### src/rtl/trng_collector.sv
// trng_collector: consumer side of the ring-oscillator TRNG macro.
// The block warms up the macro, optionally debiases the raw bits with a
// von Neumann corrector, and packs the accepted bits into words. The words
// go out over a valid/ready handshake. A repetition-count health test on
// the raw stream latches a sticky failure flag.
module trng_collector #(
  parameter int WORD_WIDTH    = 32,
  parameter bit DEBIAS        = 1'b1,
  parameter int WARMUP_CYCLES = 16,
  parameter int REP_LIMIT     = 32
) (
  input  logic                  clk,
  input  logic                  rst_n,
  input  logic                  enable,
  output logic                  trng_en,
  input  logic                  trng_out,
  output logic [WORD_WIDTH-1:0] rnd_data,
  output logic                  rnd_valid,
  input  logic                  rnd_ready,
  output logic                  health_fail
);

  typedef enum logic [2:0] {
    S_IDLE    = 3'd0,
    S_WARMUP  = 3'd1,
    S_COLLECT = 3'd2,
    S_FULL    = 3'd3,
    S_FAIL    = 3'd4
  } state_e;

  localparam logic [7:0] WARM_LAST = 8'(WARMUP_CYCLES - 1);
  localparam logic [7:0] REP_MAX   = 8'(REP_LIMIT);
  localparam logic [6:0] CNT_LAST  = 7'(WORD_WIDTH - 1);

  state_e                state_q, state_d;
  logic                  trng_en_q, trng_en_d;
  logic [WORD_WIDTH-1:0] data_q, data_d;
  logic                  valid_q, valid_d;
  logic                  hf_q, hf_d;
  logic [7:0]            warm_q, warm_d;
  logic [7:0]            rep_q, rep_d;
  logic                  prev_q, prev_d;
  logic                  first_q, first_d;
  logic                  pair_have_q, pair_have_d;
  logic                  pair_bit_q, pair_bit_d;
  logic [WORD_WIDTH-1:0] shift_q, shift_d;
  logic [6:0]            cnt_q, cnt_d;
  logic [WORD_WIDTH-1:0] hold_q, hold_d;

  logic                  xfer_s;
  logic                  acc_s;
  logic                  acc_bit_s;
  logic [7:0]            rep_next_s;
  logic [WORD_WIDTH-1:0] shift_next_s;

  assign xfer_s = valid_q && rnd_ready;

  // Next-state, health test, debias and packing logic.
  always_comb begin
    state_d      = state_q;
    trng_en_d    = trng_en_q;
    data_d       = data_q;
    valid_d      = xfer_s ? 1'b0 : valid_q;
    hf_d         = hf_q;
    warm_d       = warm_q;
    rep_d        = rep_q;
    prev_d       = prev_q;
    first_d      = first_q;
    pair_have_d  = pair_have_q;
    pair_bit_d   = pair_bit_q;
    shift_d      = shift_q;
    cnt_d        = cnt_q;
    hold_d       = hold_q;
    acc_s        = 1'b0;
    acc_bit_s    = 1'b0;
    rep_next_s   = rep_q;
    shift_next_s = shift_q;

    if (!enable) begin
      // Dropping enable abandons everything except an already-presented word.
      state_d     = S_IDLE;
      trng_en_d   = 1'b0;
      hf_d        = 1'b0;
      warm_d      = 8'd0;
      rep_d       = 8'd0;
      first_d     = 1'b0;
      pair_have_d = 1'b0;
      cnt_d       = 7'd0;
    end else begin
      case (state_q)
        S_IDLE: begin
          state_d   = S_WARMUP;
          trng_en_d = 1'b1;
          warm_d    = 8'd0;
        end
        S_WARMUP: begin
          if (warm_q == WARM_LAST) begin
            state_d     = S_COLLECT;
            first_d     = 1'b1;
            pair_have_d = 1'b0;
            cnt_d       = 7'd0;
          end else begin
            warm_d = warm_q + 8'd1;
          end
        end
        S_COLLECT: begin
          if (first_q || (trng_out != prev_q)) begin
            rep_next_s = 8'd1;
          end else begin
            rep_next_s = rep_q + 8'd1;
          end
          rep_d   = rep_next_s;
          prev_d  = trng_out;
          first_d = 1'b0;
          if (rep_next_s == REP_MAX) begin
            state_d     = S_FAIL;
            hf_d        = 1'b1;
            trng_en_d   = 1'b0;
            pair_have_d = 1'b0;
            cnt_d       = 7'd0;
          end else begin
            if (DEBIAS) begin
              if (!pair_have_q) begin
                pair_have_d = 1'b1;
                pair_bit_d  = trng_out;
              end else begin
                pair_have_d = 1'b0;
                acc_s       = (pair_bit_q != trng_out);
                acc_bit_s   = pair_bit_q;
              end
            end else begin
              acc_s     = 1'b1;
              acc_bit_s = trng_out;
            end
            if (acc_s) begin
              shift_next_s = {shift_q[WORD_WIDTH-2:0], acc_bit_s};
              shift_d      = shift_next_s;
              if (cnt_q == CNT_LAST) begin
                cnt_d = 7'd0;
                // A free (or simultaneously drained) output takes the word directly.
                if (!valid_q || xfer_s) begin
                  data_d  = shift_next_s;
                  valid_d = 1'b1;
                end else begin
                  hold_d  = shift_next_s;
                  state_d = S_FULL;
                end
              end else begin
                cnt_d = cnt_q + 7'd1;
              end
            end else begin
              shift_d = shift_q;
            end
          end
        end
        S_FULL: begin
          if (xfer_s) begin
            data_d  = hold_q;
            valid_d = 1'b1;
            state_d = S_COLLECT;
          end else begin
            state_d = S_FULL;
          end
        end
        S_FAIL: begin
          state_d   = S_FAIL;
          trng_en_d = 1'b0;
        end
        default: begin
          state_d   = S_IDLE;
          trng_en_d = 1'b0;
        end
      endcase
    end
  end

  // State and datapath registers with asynchronous reset.
  always_ff @(posedge clk or negedge rst_n) begin
    if (!rst_n) begin
      state_q     <= S_IDLE;
      trng_en_q   <= 1'b0;
      data_q      <= '0;
      valid_q     <= 1'b0;
      hf_q        <= 1'b0;
      warm_q      <= 8'd0;
      rep_q       <= 8'd0;
      prev_q      <= 1'b0;
      first_q     <= 1'b0;
      pair_have_q <= 1'b0;
      pair_bit_q  <= 1'b0;
      shift_q     <= '0;
      cnt_q       <= 7'd0;
      hold_q      <= '0;
    end else begin
      state_q     <= state_d;
      trng_en_q   <= trng_en_d;
      data_q      <= data_d;
      valid_q     <= valid_d;
      hf_q        <= hf_d;
      warm_q      <= warm_d;
      rep_q       <= rep_d;
      prev_q      <= prev_d;
      first_q     <= first_d;
      pair_have_q <= pair_have_d;
      pair_bit_q  <= pair_bit_d;
      shift_q     <= shift_d;
      cnt_q       <= cnt_d;
      hold_q      <= hold_d;
    end
  end

  assign trng_en     = trng_en_q;
  assign rnd_data    = data_q;
  assign rnd_valid   = valid_q;
  assign health_fail = hf_q;

endmodule

### config.mk
export PLATFORM = sky130hd
export DESIGN_NAME = trng_collector
export DESIGN_NICKNAME = d
export VERILOG_FILES = /design/src/rtl/trng_collector.sv
export SDC_FILE = /design/constraint.sdc
export NUM_CORES = 1
export LEC_CHECK = 0
export ABC_AREA = 1
export CORE_ASPECT_RATIO = 1.2
export CORE_UTILIZATION = 65
export CTS_BUF_LIST = sky130_fd_sc_hd__clkbuf_2
export DETAILED_ROUTE_END_ITERATION = 10
export HOLD_SLACK_MARGIN = 0.12
export PLACE_DENSITY = 0.86
export SLEW_MARGIN = 20
export SYNTH_ARGS = -nofsm -noshare
export SYNTH_HDL_FRONTEND = slang
export SYNTH_SLANG_ARGS = --single-unit
### constraint.sdc
create_clock -name clk -period 3.2 [get_ports clk]
set_input_delay 0.64 -clock clk [delete_from_list [all_inputs] [get_ports clk]]
set_output_delay 0.64 -clock clk [all_outputs]
set_load 0.02 [all_outputs]
* Yosys cells after proc, flatten, opt, wreduce, memory -nomap -nowiden
Index checks and enable logic that the tools add are counted.
Word-level totals: register bits 128, bits of input ports 5, output and inout port bits 35, logic and storage cells 118
Cells by class: $add $sub $neg 3, eq/ne operators 25, muxes and demuxes 55, bitwise logic cells 3, reduce and logical (&&, ||, !) cells 18
Operators by type and width (count):
- two-way mux 32 bit | 5
- one-hot mux 32 bit (2 select lines) | 1
- two-way mux 8 bit | 7
- two-way mux 7 bit | 5
- two-way mux 1 bit | 24
- two-way mux 3 bit | 6
- adder 8 x 1 -> 8 bit, second input constant | 2
- one-hot mux 8 bit (2 select lines) | 1
- one-hot mux 3 bit (5 select lines) | 1
- one-hot mux 7 bit (2 select lines) | 1
- != test 2 bit, second input constant | 6
- != test 4 bit, second input constant | 3
- AND reduction 4 bit | 3
- AND reduction 2 bit | 5
- != test 3 bit, second input constant | 3
- equality test 8 x 4 -> 1 bit, second input constant | 1
- equality test 8 x 6 -> 1 bit, second input constant | 1
- adder 7 x 1 -> 7 bit, second input constant | 1
- equality test 7 x 5 -> 1 bit, second input constant | 1
- AND reduction 7 bit | 1
- equality test 3 x 2 -> 1 bit, second input constant | 2
- != test 3 x 1 -> 1 bit, second input constant | 2
- one-hot mux 1 bit (2 select lines) | 3
- AND reduction 6 bit | 1
- other kinds (13) | 18

* Longest topological paths before layout
Gate-level depths: netlist of the first run.
word-level depth 13, mapped depth 13

* Worst setup path after synthesis of the first run
OpenSTA, ideal clock, no wires.
kind input-to-reg, start input port trng_out, end register shift_q[22], arrival 1.826 ns, slack 1.256 ns, stages 11, cell sequence nand2_1 -> nand2_1 -> nor2_4 -> nand3_1 -> nor2_2 -> nand3_4 -> nand2_4 -> nor2_8 -> buf_6 -> nand2_1 -> o21ai_2
On the way: word-level cells in the longest chain between the ends 8, elaborated cells on any way between the ends 13, classes of those cells eq/ne (3); mux (7); bitwise (1); reduce/logical (2)
RTL lines:
- start: declaration | RTL line 16 | input logic trng_out,
- != test 1 bit | RTL line 107 | if (first_q || (trng_out != prev_q)) begin
- logical OR 1 bit | RTL line 107
- two-way mux 8 bit | RTL line 107
- two-way mux 8 bit | RTL line 90 | case (state_q)
- two-way mux 8 bit | RTL line 79 | if (!enable) begin
- equality test 8 x 6 -> 1 bit | RTL line 115 | if (rep_next_s == REP_MAX) begin
- NOT 1 bit (no line)
- AND reduction 4 bit (no line) (*)
- end signal: assignment | RTL line 206 | shift_q <= shift_d;
- end: declaration | RTL line 46 | logic [WORD_WIDTH-1:0] shift_q, shift_d;
Mark *: on every way between the ends. The rest lies on a longest branch, timed or not. The select of a mux whose other input is x is not followed. A chain may end at the register's enable or synchronous reset.

* Worst setup path after layout of the first run
start register data_q[27] (netlist: rnd_data[27]), end output port rnd_data[27]
RTL lines:
- start: declaration | RTL line 37 | logic [WORD_WIDTH-1:0] data_q, data_d;
- start signal: assignment | RTL line 197 | data_q <= data_d;
- end: declaration | RTL line 17 | output logic [WORD_WIDTH-1:0] rnd_data,
No word-level cell between the ends.

==> run_results.csv, run 1 <==
group,metric,value,unit
setup_path,path_depth,1,
floorplanning,die-area,0.009881,sq mm
timing,fmax,424.3,MHz
synthesis,ys_types,40,
synthesis,ys_top_cells_by_count,"231 x nand2_1, 128 x dfrtp_1, 98 x inv_1, 71 x o21ai_0, 53 x nand3_1",
power,powerDensity,804.7,mW/mm^2
synthesis,synth_top_area_cell,"dfrtp_1",
global_route,grt_pass1_vias,4952,
setup_path,worstSetupEndpoint,"rnd_data[27]",
finish,nets,787,
power,peakVddDrop,0.4639,mV
routing,vias,4977,
routing,antenna_left,0,
timing,hold_viol,0,
setup_path,r2r_cells,10,
timing,finClkSkew,0.02513,ns
synthesis,yosys_register_bits,128,
routing,drc,0,
timing,grt_setup_unrepaired,"false",
finish,n_antenna_cell,0,
routing,wl_per_cell,13.64,microns
setup_path,crit_path_cell_trace,"clkdlybuf4s50_1",
setup_path,cp.required,2.56,ns
cts,cts_setup_buffers,0,
synthesis,synthFlopType,"dfrtp_1",
setup_path,path_delay_family,"buffers and inverters",
global_route,grt_max_degree,71,
setup_path,rr_endpoint,"hold_q[5]",
global_route,antenna_found_initial,0,
global_route,gr-total-overflow,0,
synthesis,netlist_top_cells_area,"dfrtp_1 52%, nand2_1 14%, inv_1 6.0%, o21ai_0 5.8%, o21ai_2 4.4%",
global_route,grt_pass1_wl,21690,microns
finish,drive_gt1_frac,0.1086,
placement,gp_congestion,0.8043,
run_status,outcome,"finished, final reports clean",
floorplanning,ios,40,
power,leakage,3.293,nW
timing,relSlewSlack,0.5767,
setup_path,path_buf_inv,1,
synthesis,synth_edf_count,0,
setup_path,cp.arrival,1.72,ns
synthesis,syn_nets,749,
routing,drt-total-wl,12440,microns
timing,worst_pin_slew,0.6328,ns
setup_path,rrSetupSlack,0.93,ns
synthesis,postSynthAreaPerCell,8.321,sq um
synthesis,synth_top_area_frac,0.5195,
timing,setup_violations,0,
cts,clkSlewWorstSetupHoldPaths,0.19,ns
cts,cts-root-buf,"clkbuf_2",
floorplanning,die_y,108.7,microns
setup_path,crit_path_max_incr_delay,0.61,ns
synthesis,syn_area,0.006166,sq mm
routing,drt_pre_antenna_iters,5,
timing,period_share,0.7364,
placement,hpwl,8076,microns
routing,via_per_inst,5.457,
routing,initialDrtViolationCount,328,
synthesis,yosys_warnings,0,
timing,finalSetupTns,0,ns
synthesis,synth.most_common_cell,"nand2_1",
synthesis,ys_seq_area_frac,0.5195,
cts,cts_made_buffers,17,
timing,finalCriticalPeriod,2.357,ns
setup_path,crit_path_start_kind,"register",
timing,slew_viol_final,0,
job,maxCapViolCount,0,
setup_path,cp-startpoint,"rnd_data[27]",
synthesis,ys_async_sr_fraction,1.000,
setup_path,endpoint_kind,"output pin",
cts,clockBufferDepth,2,
setup_path,worstSetupPathType,"reg -> out",
power,finalPower,5.576,mW
finish,area_growth,12.38,%
floorplanning,die_w,90.91,microns
setup_path,r2r_start,"rep_q[0]",
floorplanning,coreArea,0.009129,sq mm
floorplanning,start_util,0.6754,
synthesis,synthCells,741,
cts,htreeDepth,4,
hold_path,hp-class,"in -> async",
setup_path,critical-path-slowest-cell,"clkdlybuf4s50_1",
setup_path,cp_max_fo,2,
cts,clock-sinks,128,
cts,insertion_delay,0.69,ns
placement,io_buffers,39,
cts,cts_tree,"done",
global_route,grtUsageTotal,0.2776,
floorplanning,rows,38,
[final cells by class]
| type | count | area (sq um) |
|---|---|---|
| tap | 120 | 150.1 |
| fill | 663 | 2200 |
| inverter | 99 | 371.6 |
| clock buffer | 18 | 90.09 |
| timing repair buffer | 48 | 495.5 |
| sequential | 128 | 3203 |
| clock inverter | 14 | 195.2 |
| multi-input combinational | 485 | 2424 |
[how the worst min path moves through the flow]
stage	endpoint	startpoint
finish	rep_q[3]	rst_n
floorplan	cnt_q[0]	rst_n
global placement	rnd_data[2]	rnd_data[2]
detailed placement	rnd_data[6]	rnd_data[6]
global route	rep_q[3]	rst_n
CTS	rep_q[3]	rst_n
[logic make-up (layout without fill, tap and decap cells)]
kind of cell               Yosys count  in the layout  share of synthesized area
xor gates and xnor gates             7              7                   0.009943
AOI/OAI and AO/OA                  134            134                     0.1345
DFF                                128            128                     0.5195
buffers and inverters              128            179                    0.08989
and+or+nand+nor                    341            341                     0.2401
adders and majority gates            3              3                   0.006088
[flip-flops by register name, summed over array words and instances (netlist names), 3 cells and up]
register,flops
cnt_q,7
rep_q,8
state_q,3
shift_q,31
rnd_data,32
warm_q,8
hold_q,32
[cells in the final DEF (no fill, tap or decap), drive strengths merged, types with 2 or more instances in the layout]
cell and count:
a21oi 7, buf 9, bufinv 5, clkbuf 18
clkdlybuf4s50 38, clkinv 7, clkinvlp 2, dfrtp 128
ha 3, inv 99, nand2 235, nand3 56
nand4 5, nor2 39, nor3 3, nor4 2
o211ai 2, o21a 3, o21ai 109, o21bai 2
o22ai 6, xnor2 3, xor2 4
[report_power, final]
part / total, mW / internal (mW) / switching [mW] / leakage, nW
clock network: 1.17 / 0.580 / 0.588 / 0.164
registers: 2.35 / 2.06 / 0.294 / 1.55
logic: 2.05 / 0.811 / 1.24 / 1.57
[layer usage]
| metal | up-vias | GRT usage | share of wire |
|---|---|---|---|
| met2 | 127 | 0.4859 | 0.52 |
| met3 | 23 | 0.06416 | 0.050 |
| met4 | 0 | 0.1190 | 0.018 |
| met1 | 2396 | 0.3319 | 0.41 |
| li1 | 2431 | - | - |
| met5 | - | 0 | 0 |
[through the flow]
stage	std cells	instance area, sq um	util	hold WS, ns	setup slack [ns]
final	912	6929	0.7590	0.4782	0.8434
after global routing	912	6929	0.7590	0.4856	0.6453
after CTS	912	6929	0.7590	0.4699	0.8060
after detailed placement	879	6634	0.7267	0.4577	0.2715
after global placement	879	6634	0.7267	0.4571	0.3542
after floorplan	741	6166	-	0.3444	1.256
[timing repair]
item                      4_1_cts  5_1_grt
gates resized for setup         0        0
hold buffers                    1        0
hold endpoints to repair       46        0
[worst register-to-register path: cells and delay by family (launching register included)]
kind / cells / cell delay (ns)
AOI/OAI and AO/OA: 1 / 0.08
xor gates and xnor gates: 1 / 0.25
and+or+nand+nor: 5 / 0.80
DFF: 1 / 0.46
buffers and inverters: 2 / 0.31
adders and majority gates: 1 / 0.26
No activity file was read; power rests on OpenSTA's default activity.
==> inputs of run 2 (changes only) <==
Settings changed: CORE_UTILIZATION 65 to 61, PLACE_DENSITY 0.86 to 0.82.
Clock period 3.2 ns to 2.4 ns, I/O delays scaled along.
==> run_results.csv, run 2 (same netlist as run 1, synthesis figures left out) <==
group,metric,value,unit
finish,area_growth,15.38,%
setup_path,cp.arrival,1.71,ns
floorplanning,die_w,93.78,microns
power,peakVddDrop,0.6323,mV
setup_path,crit_path_max_incr_delay,0.62,ns
floorplanning,die_y,112.1,microns
setup_path,cp_max_fo,2,
setup_path,cp.required,1.92,ns
global_route,grt_pass1_vias,5062,
setup_path,r2r_start,"cnt_q[0]",
setup_path,worstSetupPathType,"reg -> out",
floorplanning,die-area,0.01052,sq mm
setup_path,path_delay_family,"buffers and inverters",
floorplanning,rows,39,
setup_path,path_buf_inv,1,
setup_path,crit_path_start_kind,"register",
finish,design_area,0.007114,sq mm
finish,drive_gt1_frac,0.1404,
timing,finClkSkew,0.02665,ns
job,maxCapViolCount,0,
global_route,antenna_found_initial,0,
cts,cts-root-buf,"clkbuf_2",
setup_path,path_depth,1,
placement,gp_congestion,0.9378,
routing,via_per_inst,5.402,
routing,drt-total-wl,12930,microns
setup_path,endpoint_kind,"output pin",
cts,insertion_delay,0.67,ns
cts,cts_tree,"done",
floorplanning,ios,40,
global_route,grt_max_degree,62,
setup_path,rrSetupSlack,0.22,ns
routing,initialDrtViolationCount,402,
placement,dp_slack,-0.1484,ns
timing,fmax,457.5,MHz
global_route,grt_pass1_wl,22780,microns
routing,antenna_left,0,
placement,hpwl,9078,microns
timing,finalCriticalPeriod,2.186,ns
floorplanning,start_util,0.6382,
routing,drt_pre_antenna_iters,5,
global_route,gr-total-overflow,0,
routing,drc,0,
finish,layout_commonest_cell,"nand2_1",
cts,clkSlewWorstSetupHoldPaths,0.18,ns
setup_path,crit_path_cell_trace,"clkdlybuf4s50_1",
floorplanning,coreArea,0.009662,sq mm
power,leakage,3.414,nW
hold_path,hp-class,"in -> async",
routing,wl_per_cell,13.73,microns
cts,htreeDepth,4,
placement,io_buffers,39,
timing,worst_pin_slew,0.5507,ns
timing,setup_violations,0,
finish,n_antenna_cell,0,
routing,vias,5089,
finish,layout_common_cells,"231 x nand2_1, 128 x dfrtp_1, 98 x inv_1",
global_route,grtUsageTotal,0.2770,
cts,clockBufferDepth,2,
timing,slew_viol_final,0,
timing,relSlewSlack,0.6329,
power,powerDensity,1028,mW/mm^2
run_status,outcome,"finished, final reports clean",
timing,period_share,0.9107,
timing,grt_setup_unrepaired,"false",
setup_path,rr_endpoint,"rnd_data[14]",
finish,nets,815,
cts,cts_made_buffers,17,
timing,hold_viol,0,
setup_path,critical-path-slowest-cell,"clkdlybuf4s50_1",
cts,clock-sinks,128,
timing,fin_ws,0.2144,ns
timing,finalSetupTns,0,ns
setup_path,r2r_cells,9,
placement,postPlaceCellArea,0.006873,sq mm
[run 2: cell types whose count changed in the layout (fill, tap and decap cells not counted)]
cell        change
buf_12          +2
buf_4          +26
bufinv_16       -2
clkbuf_2        +5
clkinv_1        -1
clkinv_2        -2
clkinvlp_4      -1
nor2_1          -1
nor2_2          +1
[run 2: routing by layer]
metal | global-route usage | share of wire
met4 | 0.1108 | 0.021
met1 | 0.3522 | 0.44
met5 | 0 | 0
met3 | 0.05759 | 0.041
met2 | 0.4613 | 0.50
[run 2: power by group]
part	leakage, nW	internal [mW]	switching, mW
sequential	1.55	2.75	0.376
clock	0.147	0.590	0.742
combinational	1.71	1.16	1.69
[run 2: how the worst max path moves through the flow]
stage / startpoint / end / slack, ns
6_report: rnd_data[29] / rnd_data[29] / 0.21
5_1_grt: cnt_q[0] / rnd_data[1] / 0.04
4_1_cts: cnt_q[0] / hold_q[14] / 0.17
3_5_place_dp: trng_out / cnt_q[2] / -0.15
3_3_place_gp: trng_out / cnt_q[4] / -0.09
2_1_floorplan: rep_q[0] / shift_q[22] / 0.57
[run 2: worst register-to-register path: cells and delay by family, from the launching register on]
kind	cells	cell delay, ns
flops	1	0.44
compound gates	1	0.39
buf+inv	1	0.21
fa+ha+maj	1	0.24
simple gates	6	0.82
[run 2: final cells by class]
class	instances	area, sq um
clock buffers	23	115.1
clock inverters	8	113.9
fillers	717	2547
inverters	99	371.6
multi-input cells	485	2426
flip-flops and latches	128	3203
well taps	123	153.9
repair buffers	76	730.7
[run 2: timing repair]
item,4_1_cts,5_1_grt
hold buffers,1,0
setup buffers,0,0
gates resized for setup,0,1
endpoints found under the hold margin,128,0
endpoints found under the setup margin,0,1
[run 2: stage by stage]
stage,util,std cells,power [mW],hold slack (ns)
4_1_cts,0.7361,942,7.370,0.1929
5_1_grt,0.7363,942,7.844,0.1704
3_5_place_dp,0.7113,910,6.029,0.3969
3_3_place_gp,0.7113,910,5.921,0.3938
6_report,0.7363,942,7.315,0.2101
2_1_floorplan,-,741,4.895,0.1844
